**config.mk**
```make
export PLATFORM = sky130hd
export DESIGN_NAME = inst_fetch
export DESIGN_NICKNAME = d
export VERILOG_FILES = /design/src/rtl/inst_fetch_pkg.sv /design/src/rtl/inst_fetch_fifo.sv /design/src/rtl/inst_fetch.sv
export SDC_FILE = /design/constraint.sdc
export NUM_CORES = 1
export LEC_CHECK = 0
export ABC_AREA = 1
export CORE_ASPECT_RATIO = 1.75
export CORE_MARGIN = 2
export CORE_UTILIZATION = 49
export CTS_BUF_LIST = sky130_fd_sc_hd__clkbuf_8
export CTS_CLUSTER_DIAMETER = 120
export DETAILED_ROUTE_END_ITERATION = 8
export MAX_ROUTING_LAYER = met4
export PLACE_DENSITY = 0.77
export SLEW_MARGIN = 20
export SYNTH_ARGS = -nofsm -noshare
export SYNTH_HDL_FRONTEND = slang
export SYNTH_SLANG_ARGS = --single-unit
```
**constraint.sdc**
```tcl
create_clock -name clk -period 6.64 [get_ports clk]
set_input_delay 0.664 -clock clk [delete_from_list [all_inputs] [get_ports clk]]
set_output_delay 0.664 -clock clk [all_outputs]
set_load 0.02 [all_outputs]
```
**src/rtl/inst_fetch_pkg.sv**
```systemverilog
// Shared instruction types and constants for the fetch stage and its consumers.
package inst_fetch_pkg;

    typedef logic [31:0] instr_t;

    // addi x0, x0, 0
    localparam instr_t NOP = 32'h0000_0013;

    // Wide enough to count up to the largest legal DEPTH (4).
    localparam int unsigned CNT_W = 3;

    typedef struct packed {
        instr_t      inst;
        logic [31:0] pc;
    } fetch_entry_t;

    function automatic logic [31:0] word_align(input logic [31:0] addr);
        return {addr[31:2], 2'b00};
    endfunction

endpackage

```
**src/rtl/inst_fetch_fifo.sv**
```systemverilog
// Small synchronous FIFO holding fetched {instruction, pc} pairs; flush wins over push/pop.
module inst_fetch_fifo
    import inst_fetch_pkg::*;
#(
    parameter int unsigned DEPTH = 2
) (
    input  logic             clk,
    input  logic             rst_n,
    input  logic             flush,
    input  logic             push,
    input  fetch_entry_t     wdata,
    input  logic             pop,
    output fetch_entry_t     rdata,
    output logic [CNT_W-1:0] count,
    output logic             empty
);

    localparam int unsigned      PTR_W    = $clog2(DEPTH);
    localparam logic [PTR_W-1:0] LAST_PTR = PTR_W'(DEPTH - 1);
    localparam logic [CNT_W-1:0] FULL_CNT = CNT_W'(DEPTH);

    fetch_entry_t     mem_q [DEPTH];
    fetch_entry_t     mem_d [DEPTH];
    logic [PTR_W-1:0] wr_ptr_q, wr_ptr_d;
    logic [PTR_W-1:0] rd_ptr_q, rd_ptr_d;
    logic [CNT_W-1:0] count_q, count_d;
    logic             do_push;
    logic             do_pop;

    // Pointers wrap at DEPTH, which need not be a power of two.
    function automatic logic [PTR_W-1:0] ptr_inc(input logic [PTR_W-1:0] p);
        return (p == LAST_PTR) ? '0 : p + PTR_W'(1);
    endfunction

    // Next-state: a pop frees the slot, so push is accepted when full if a pop coincides.
    always_comb begin
        do_pop   = pop && (count_q != '0);
        do_push  = push && ((count_q != FULL_CNT) || do_pop);
        mem_d    = mem_q;
        wr_ptr_d = wr_ptr_q;
        rd_ptr_d = rd_ptr_q;
        count_d  = count_q;
        if (flush) begin
            wr_ptr_d = '0;
            rd_ptr_d = '0;
            count_d  = '0;
        end else begin
            if (do_push) begin
                mem_d[wr_ptr_q] = wdata;
                wr_ptr_d        = ptr_inc(wr_ptr_q);
            end
            if (do_pop) begin
                rd_ptr_d = ptr_inc(rd_ptr_q);
            end
            count_d = count_q + CNT_W'(do_push) - CNT_W'(do_pop);
        end
    end

    // State registers.
    always_ff @(posedge clk or negedge rst_n) begin
        if (!rst_n) begin
            mem_q    <= '{default: '0};
            wr_ptr_q <= '0;
            rd_ptr_q <= '0;
            count_q  <= '0;
        end else begin
            mem_q    <= mem_d;
            wr_ptr_q <= wr_ptr_d;
            rd_ptr_q <= rd_ptr_d;
            count_q  <= count_d;
        end
    end

    assign rdata = mem_q[rd_ptr_q];
    assign count = count_q;
    assign empty = (count_q == '0);

endmodule

```
**src/rtl/inst_fetch.sv**
```systemverilog
// Instruction fetch: issues word requests, tracks in-flight responses, drops responses
// orphaned by a redirect and buffers the rest for the decoder.
module inst_fetch
    import inst_fetch_pkg::*;
#(
    parameter logic [31:0] RESET_VECTOR = 32'h0000_0000,
    parameter int unsigned DEPTH        = 2
) (
    input  logic        clk,
    input  logic        rst_n,
    output logic        imem_req,
    output logic [31:0] imem_addr,
    input  logic        imem_gnt,
    input  logic        imem_rvalid,
    input  logic [31:0] imem_rdata,
    input  logic        redirect_en,
    input  logic [31:0] redirect_pc,
    output logic        out_valid,
    input  logic        out_ready,
    output instr_t      out_inst,
    output logic [31:0] out_pc
);

    localparam logic [CNT_W-1:0] DEPTH_C = CNT_W'(DEPTH);

    logic [31:0]      fetch_pc_q, fetch_pc_d;
    logic [31:0]      resp_pc_q, resp_pc_d;
    logic [CNT_W-1:0] outst_q, outst_d;
    logic [CNT_W-1:0] discard_q, discard_d;

    logic             grant;
    logic             rvalid_ok;
    logic             dropping;
    logic             push;
    logic             pop;
    logic [CNT_W-1:0] in_flight;
    logic [CNT_W-1:0] fifo_count;
    logic             fifo_empty;
    fetch_entry_t     fifo_head;
    fetch_entry_t     push_entry;

    // Request/response bookkeeping; a redirect suppresses request, push and pop.
    always_comb begin
        in_flight  = outst_q + fifo_count;
        // Gating with rst_n keeps the request low while reset is held.
        imem_req   = rst_n && !redirect_en && (in_flight < DEPTH_C);
        grant      = imem_req && imem_gnt;
        // Responses with nothing outstanding are stray and ignored entirely.
        rvalid_ok  = imem_rvalid && (outst_q != '0);
        dropping   = rvalid_ok && (discard_q != '0);
        push       = rvalid_ok && !dropping && !redirect_en;
        pop        = out_valid && out_ready && !redirect_en;
        push_entry = '{inst: imem_rdata, pc: resp_pc_q};

        outst_d    = outst_q + CNT_W'(grant) - CNT_W'(rvalid_ok);

        discard_d  = discard_q;
        fetch_pc_d = fetch_pc_q;
        resp_pc_d  = resp_pc_q;
        if (redirect_en) begin
            // Everything still outstanding after this cycle belongs to the old path.
            discard_d  = outst_q - CNT_W'(rvalid_ok);
            fetch_pc_d = word_align(redirect_pc);
            resp_pc_d  = word_align(redirect_pc);
        end else begin
            if (dropping) begin
                discard_d = discard_q - CNT_W'(1);
            end
            if (grant) begin
                fetch_pc_d = fetch_pc_q + 32'd4;
            end
            if (push) begin
                resp_pc_d = resp_pc_q + 32'd4;
            end
        end
    end

    // State registers.
    always_ff @(posedge clk or negedge rst_n) begin
        if (!rst_n) begin
            fetch_pc_q <= RESET_VECTOR;
            resp_pc_q  <= RESET_VECTOR;
            outst_q    <= '0;
            discard_q  <= '0;
        end else begin
            fetch_pc_q <= fetch_pc_d;
            resp_pc_q  <= resp_pc_d;
            outst_q    <= outst_d;
            discard_q  <= discard_d;
        end
    end

    inst_fetch_fifo #(
        .DEPTH (DEPTH)
    ) u_fifo (
        .clk   (clk),
        .rst_n (rst_n),
        .flush (redirect_en),
        .push  (push),
        .wdata (push_entry),
        .pop   (pop),
        .rdata (fifo_head),
        .count (fifo_count),
        .empty (fifo_empty)
    );

    // Output payload; idle value is a NOP at pc 0.
    always_comb begin
        imem_addr = fetch_pc_q;
        out_valid = !fifo_empty;
        out_inst  = out_valid ? fifo_head.inst : NOP;
        out_pc    = out_valid ? fifo_head.pc : 32'h0;
    end

endmodule

```
### Yosys cells after proc, flatten, opt, wreduce, memory -nomap -nowiden

Index checks and enable logic that the tools add are counted.

* add/sub/neg operators: 11
* $lt $le $gt $ge: 4
* eq/ne operators: 1
* mux-type cells: 21
* bitwise logic cells: 3
* reductions and logical operators: 26

Operator list (number)
* 64-bit two-way mux: 4
* 32-bit two-way mux: 6
* 128-bit bitwise mux: 1
* 32-bit by 3-bit adder with 32-bit output (second input constant): 2
* 64-bit demux with 1-bit select: 1
* 1-bit logical AND: 12
* 2-bit nonzero test: 5
* 3-bit two-way mux: 3
* 3-bit nonzero test: 3
* 3-bit by 1-bit subtractor with 3-bit output: 3
* 3-bit by 1-bit adder with 3-bit output: 2
* 1-bit two-way mux: 6
* 2-bit greater-or-equal comparator (second input constant): 2
* 1-bit NOT with 2-bit output: 2
* 3-bit adder: 1
* 1-bit logical NOT: 3
* 3-bit logical NOT: 1
* 3-bit by 2-bit < comparator with 1-bit output (second input constant): 1
* 3-bit by 2-bit != test with 1-bit output (second input constant): 1
* 3-bit by 1-bit subtractor with 3-bit output (second input constant): 1
* 1-bit adder (second input constant): 2
* 2-bit by 1-bit < comparator with 1-bit output (second input constant): 1
* 2-bit AND reduction: 1
* 1-bit logical OR: 1
* 1-bit NOT: 1

* register bits after elaboration: 203
* output and inout port bits: 98
* word-level logic and storage cells: 77

### Depth between registers and ports, before layout

Gate-level depths: netlist (run 1).

* word-level depth: 10
* gate-level depth with buffers: 13

### Cells and area by module

A second synthesis (run 1) with hierarchy kept.

* cells, all modules: 1716
* area total of the unflattened synthesis: 11979.0 um^2

By module, submodules not included
* inst_fetch_fifo: times used 1, cells an instance 817, area each 6490.0 um^2, sequential area each 3328.2 um^2
* inst_fetch: times used 1, cells an instance 899, area each 5489.0 um^2, sequential area each 1651.6 um^2

### Worst setup path before layout (run 1)

OpenSTA, ideal clock, no wires.

* kind: reg-to-reg
* from: reg outst_q[1]
* to: reg outst_q[2]
* data arrival time: 2.546 ns
* path slack: 3.965 ns
* cell stages (with the launch flop): 12
* period minus slack after synthesis: 2.675 ns
* cell sequence: dfrtp_1 > inv_2 > fa_1 > and3_1 > nand4_2 > ha_1 > inv_1 > ha_1 > inv_1 > fa_1 > xnor2_1 > xor2_1

* cells in the longest elaborated chain, start to end: 6
* elaborated cells on any way between the ends: 8
* those cells by class: 3 x add/sub; 1 x order compare; 4 x reduce/logical

Ends and longest elaborated chain
* start, declared: RTL line inst_fetch.sv:28 `logic [CNT_W-1:0] outst_q, outst_d;`
* start signal, assigned: RTL line inst_fetch.sv:88 `outst_q <= outst_d;`
* 3-bit adder: RTL line inst_fetch.sv:44 `in_flight = outst_q + fifo_count;`
* 3-bit by 2-bit < comparator with 1-bit output: RTL line inst_fetch.sv:46 `imem_req = rst_n && !redirect_en && (in_flight < DEPTH_C);`
* 1-bit logical AND: RTL line inst_fetch.sv:46
* 1-bit logical AND: RTL line inst_fetch.sv:47 `grant = imem_req && imem_gnt;`
* 3-bit by 1-bit adder with 3-bit output: RTL line inst_fetch.sv:55 `outst_d = outst_q + CNT_W'(grant) - CNT_W'(rvalid_ok);`
* 3-bit by 1-bit subtractor with 3-bit output (*): RTL line inst_fetch.sv:55
* named net outst_d[2]: RTL line inst_fetch.sv:28

Mark *: on every way through the listed nets, which the timed path passes. The rest lies on a longest branch.
A chain may end at the register's enable or synchronous reset.

### Worst setup path in the final report (run 1)

* from: reg u_fifo.rd_ptr_q
* to: out out_pc[21]

* cells in the longest elaborated chain, start to end: 5

Ends and longest elaborated chain
* start, declared: RTL line inst_fetch_fifo.sv:25 `logic [PTR_W-1:0] rd_ptr_q, rd_ptr_d;`
* start signal, assigned: RTL line inst_fetch_fifo.sv:69 `rd_ptr_q <= rd_ptr_d;`
* 1-bit NOT with 2-bit output (not written as such): RTL line inst_fetch_fifo.sv:74 `assign rdata = mem_q[rd_ptr_q];`
* 64-bit two-way mux (not written as such) (3 in series): RTL line inst_fetch_fifo.sv:74
* 32-bit two-way mux: RTL line inst_fetch.sv:112 `out_pc = out_valid ? fifo_head.pc : 32'h0;`
* end, declared: RTL line inst_fetch.sv:21 `output logic [31:0] out_pc`

No other way between the ends. The select of a mux whose other input is x is not followed.

==> results of run 1 <==
## layout by cell type, fill, tap and decap left out, types with 5 or more instances in the layout
cell type and count:
nor2_1 96, buf_4 8, xor2_1 13, nand4_1 7, dfrtp_1 194, nand3_1 89, ha_1 10, nand2_1 576
o21ai_1 17, clkbuf_8 19, xnor2_1 5, a21oi_1 14, inv_1 191, o211ai_1 13, nand2_2 22, clkdlybuf4s50_1 160
o21ai_0 143, o21ai_2 40
## worst paths after layout
kind,end,depth (start not counted),slack (ps)
max in group asynchronous,u_fifo.mem_q[95],2,5210
setup reg to reg,u_fifo.mem_q[35],12,3370
hold / removal,outst_q[0],1,120
min in group clk,u_fifo.mem_q[90],2,500
hold reg to reg,u_fifo.mem_q[90],2,500
setup / recovery,out_pc[21],7,2560
## registers in the layout, summed over array words and instances, names as in the netlist
name and count:
u_fifo.count 3, resp_pc_q 30, discard_q 3, u_fifo.wr_ptr_q 1, imem_addr 30, u_fifo.rd_ptr_q 1, u_fifo.mem_q 124, outst_q 3
## layout make-up
type / instances / area, µm²
Inverter: 197 / 739
Tap cell: 296 / 370
Multi-Input combinational cell: 1087 / 5110
Timing Repair Buffer: 171 / 1720
Sequential cell: 195 / 4880
Clock buffer: 18 / 248
Clock inverter: 14 / 154
Fill cell: 2112 / 8930
## per-stage QoR
| stage | hold slack (ps) | worst slack, ps | utilization, % | power, W | cell area [µm²] |
|---|---|---|---|---|---|
| floorplan | 368 | 3970 | - | 0.00335 | 11100 |
| global placement | 471 | 2550 | 57.8 | 0.00413 | 12800 |
| detailed placement | 477 | 2520 | 57.8 | 0.00421 | 12800 |
| CTS | 367 | 2470 | 59.6 | 0.00500 | 13200 |
| global route | 124 | 2290 | 59.7 | 0.00533 | 13200 |
| finish | 118 | 2560 | 59.7 | 0.00495 | 13200 |
## cells by family (layout without fill, tap and decap cells)
| group | count (synthesis) | count (layout) | synth area share [%] |
|---|---|---|---|
| flops | 195 | 195 | 43.9 |
| compound gates | 236 | 236 | 12.5 |
| xor+xnor | 18 | 18 | 1.42 |
| buf+inv | 269 | 400 | 10.2 |
| simple gates | 816 | 816 | 30.3 |
| other cells | 1 | 4 | 0.0338 |
| fa+ha+maj | 13 | 13 | 1.67 |
## per-layer routing
| layer | routed length, µm | GRT usage, % |
|---|---|---|
| met2 | 15500 | 45.7 |
| met3 | 1220 | 3.22 |
| met4 | 1040 | 10.8 |
| met1 | 11600 | 28.4 |
| met5 | 0 | - |
## power groups by stage
stage,Combinational [W],Clock [W],Sequential [W]
finish,0.00227,0.000785,0.00189
global route,0.00254,0.000846,0.00195
CTS,0.00230,0.000806,0.00189
detailed placement,0.00229,0,0.00191
global placement,0.00224,0,0.00189
floorplan,0.00147,0,0.00188
==> metrics.txt, run 1 <==
run status=completed; Pwr Density=374 mW/mm²; Worst setup EP type=output port; DRC errors left=0; slew at the pin with the worst max-slew slack=1030 ps; unrepaired setup endpoints after global routing=false; TNS Setup=0 ps; latest clock arrival within the worst-skew pair=480 ps; switch share=42.1%; Tot GR Track Use=25.5%; internal power=0.00287 W; clock power share=15.9%; fin nets=1752; port bufs=161; Async SR Flop Fraction=100%; distinct cell type count after synthesis=44; DP HPWL=20.4 mm; Reg power frac=38.2%; Post-Syn Instances=1548; Top FF cell, synth=dfrtp_1; DRT Pass-1 Iters=5; Crit path required time=5980 ps; worst path cell trace=buf_4 > clkinv_1 > nand2_1 > nand2_1 > nand2_1 > inv_1 > clkdlybuf4s50_1; critical path class=reg -> out; post-synth top area cell=dfrtp_1; Rel. slew slack=31.4%; Max Clock Freq=245 MHz; CTS clk-pin slew, worst paths=100 ps; crit path from=u_fifo.rd_ptr_q; VDD IR-drop max=0.146 mV; via-per-instance ratio=5.12; largest net degree at the start of global routing=125; post-route insts no fill=1978; worst path buffer plus inverter count=4; Post-Synthesis Mean Instance Area=7.18 µm²; Combinational Power Share=45.9%; Post-CTS Setup Bufs=0; max cap viols=0; total CTS buffers=17; initial DRC count=754; WL/cell=14.8 µm; vias in the first global route=9873; H-tree Lvls=4; main area contributors after synthesis=dfrtp_1, nand2_1, inv_1; post-placement cell count=1945; Mapped Area=0.0111 mm²; critical path fanouts, max=110; number of synthesized flops with an enable pin=0; Leak Pwr=6.68 nW; Area Overhead vs Synth=19.1%; crit start category=register; Synth Register Bits=195; Period minus WS final=4080 ps; Root Buffer=clkbuf_8; global placer's final weighted congestion=0.958; Synth top area share=43.9%; slowest stage cell, crit path=clkinv_1; worst r2r src=discard_q[0]; P_sw=0.00208 W; Final Max Slew Viols=0; Worst Path Arrival=3410 ps; final setup violation count=0; part of the cycle the worst path needs=61.4%; grt ovf=0; Most common cell on crit path=nand2_1; Final Skew=15.5 ps; CTS resizes=0; starting density of the core=50.1%; TritonCTS clock tree=done; diode count=0; vias=10136; initial antenna violation count=0; CORE AREA=0.0222 mm²; largest stage delay on the critical path=810 ps; first-pass GRT wire length=47.8 mm; fraction of layout cells with a size suffix above 1=7.43%; Die ar.=0.0239 mm²; Rows=72; most common cell in the netlist=nand2_1; Die Span Y=203 µm; hold buffer count at CTS=0; Post-DRT Antenna Nets=0; Die Width=118 µm; Max Root-Sink Buffers=2; routed wire length=29.3 mm; Fin. Hold Viols=0; sequential area share after synthesis=43.9%; Synth top cells by count=nand2_1, dfrtp_1, inv_1; Worst Hold Class=in -> async; I/O pin total=168; Syn. warnings=0; critical path's top delay family=buffers and inverters; total clock sinks=195
Note: power is estimated with default switching activity, not from simulation.
==> run 2, diff against run 1 <==
- PLACE_DENSITY: 0.77 -> 0.8
- clock period: 6.64 -> 3.7 ns (I/O delays scaled with it)
==> metrics.txt, run 2 (synthesis gave the netlist of run 1 again) <==
Rel. slew slack=33.2% (was 31.4%); fin nets=1760 (was 1752); largest net degree at the start of global routing=82 (was 125); DRT Pass-1 Iters=7 (was 5); Post-CTS Setup Bufs=0 (unchanged); latest clock arrival within the worst-skew pair=490 ps (was 480 ps); CTS resizes=0 (unchanged); Worst Hold Class=in -> async (unchanged); hold_ws=433 ps (was 118 ps); Crit path required time=3330 ps (was 5980 ps); global placer's final weighted congestion=0.952 (was 0.958); Period minus WS final=3140 ps; Die ar.=0.0239 mm² (unchanged); Tot GR Track Use=26.1% (was 25.5%); CORE AREA=0.0222 mm² (unchanged); WL/cell=14.9 µm (was 14.8 µm); crit start category=register (unchanged); max layer used=met4 (unchanged); starting density of the core=50.1% (unchanged); first-pass GRT wire length=48.9 mm (was 47.8 mm); fraction of layout cells with a size suffix above 1=7.75% (was 7.43%); Final Max Slew Viols=0 (unchanged); TritonCTS clock tree=done (unchanged); Seq. cell area=0.00488 mm² (unchanged); max reg flops=124 (unchanged); unrepaired setup endpoints after global routing=false (unchanged); Filler Cell Count=2102 (was 2112); Worst Path Arrival=2770 ps (was 3410 ps); Post-DRT Antenna Nets=0 (unchanged); commonest cells after routing, fill and taps aside=nand2_1, dfrtp_1, inv_1 (unchanged); initial antenna violation count=0 (unchanged); total clock sinks=195 (unchanged); Reg with most FFs=u_fifo.mem_q (unchanged); CTS clk-pin slew, worst paths=100 ps (about the same); Pwr Density=682 mW/mm² (was 374 mW/mm²); routed wl met3=1.01 mm (was 1.22 mm); Placed Area=0.0129 mm² (was 0.0128 mm²); Leak Pwr=6.74 nW (was 6.68 nW); I/O pin total=168 (unchanged); total CTS buffers=17 (unchanged); commonest non-fill, non-tap cell in the layout=nand2_1 (unchanged); Area Overhead vs Synth=20.1% (was 19.1%); Die Span Y=203 µm (unchanged); max cap viols=0 (unchanged); Final Skew=15.7 ps (was 15.5 ps); vias=10288 (was 10136); port bufs=161 (unchanged); VDD IR-drop max=0.273 mV (was 0.146 mV); initial DRC count=739 (was 754); H-tree Lvls=4 (unchanged); Worst setup EP type=output port (unchanged); run status=completed (unchanged); critical path fanouts, max=25 (was 110); via-per-instance ratio=5.18 (was 5.12); final worst slack=564 ps (was 2560 ps); area of the multi-input gates=0.00511 mm² (unchanged); routed wire length=29.5 mm (was 29.3 mm); critical path class=reg -> out (unchanged); Fin. Hold Viols=0 (unchanged); TNS Setup=0 ps (unchanged); Die Width=118 µm (unchanged); Rows=72 (unchanged); design area=0.0133 mm² (was 0.0132 mm²); final setup violation count=0 (unchanged); Max Clock Freq=319 MHz; part of the cycle the worst path needs=84.8%; hold buffer count at CTS=1 (was 0); grt ovf=0 (unchanged); slew at the pin with the worst max-slew slack=999 ps (was 1030 ps); diode count=0 (unchanged); vias in the first global route=9942 (was 9873); DRC errors left=0 (unchanged); Root Buffer=clkbuf_8 (unchanged); met2 wire len=15.7 mm (was 15.5 mm); pre-CTS WS=821 ps (was 2520 ps); DP HPWL=21.1 mm (was 20.4 mm); Max Root-Sink Buffers=2 (unchanged); final core utilization=60.2% (was 59.7%); WL met1=11.7 mm (was 11.6 mm)
==> run 2: cell types whose count changed in the layout (fill, tap and decap cells not counted), sizes merged <==
cell / delta
buf: +7
clkinv: -3
bufinv: +2
clkbuf: +2
dlygate4sd3: +1
inv: -1
==> run 2: stage by stage <==
| step | total power [W] | cells |
|---|---|---|
| 6_report | 0.00910 | 1986 |
| 5_1_grt | 0.00981 | 1986 |
| 4_1_cts | 0.00916 | 1986 |
| 3_5_place_dp | 0.00758 | 1953 |
| 3_3_place_gp | 0.00745 | 1953 |
| 2_1_floorplan | 0.00601 | 1551 |
==> run 2: layout make-up <==
type                            instances  share of cell area, %
Tap cell                              296                   2.78
Clock buffer                           20                   2.06
Sequential cell                       195                   36.6
Clock inverter                         12                   1.33
Timing Repair Buffer                  179                   13.4
Inverter                              197                   5.54
Multi-Input combinational cell       1087                   38.3
==> run 2: critical path, cell delays in order, from the launching register on <==
cell             delay (ps)
dfrtp_1                 430
inv_1                   160
nand3_2                 450
buf_4                   410
o211ai_1                160
clkdlybuf4s50_1         660
==> run 2: final timing paths <==
path                             startpoint  slack (ps)                 to  cells after the start
hold / removal                        rst_n         430         outst_q[1]                      2
setup / recovery            u_fifo.count[1]         560        out_inst[1]                      5
max in group asynchronous             rst_n        2070    u_fifo.wr_ptr_q                      3
setup reg to reg               discard_q[0]         980  u_fifo.mem_q[102]                     12
hold reg to reg            u_fifo.mem_q[83]         500   u_fifo.mem_q[83]                      2
min in group clk             imem_rdata[30]         460   u_fifo.mem_q[62]                      3
==> run 2: power by group <==
| part | switching, W | internal (W) | leakage, nW | total [W] |
|---|---|---|---|---|
| combinational | 0.00247 | 0.00164 | 4.05 | 0.00411 |
| sequential | 0.000502 | 0.00291 | 2.47 | 0.00341 |
| clock | 0.000785 | 0.000791 | 0.223 | 0.00158 |
==> run 2: layer usage <==
metal  GRT usage [%]  vias up
met5               -        -
met4            11.1        0
met3            3.22       73
met2            46.3      287
met1            29.7     4862
li1                -     5066
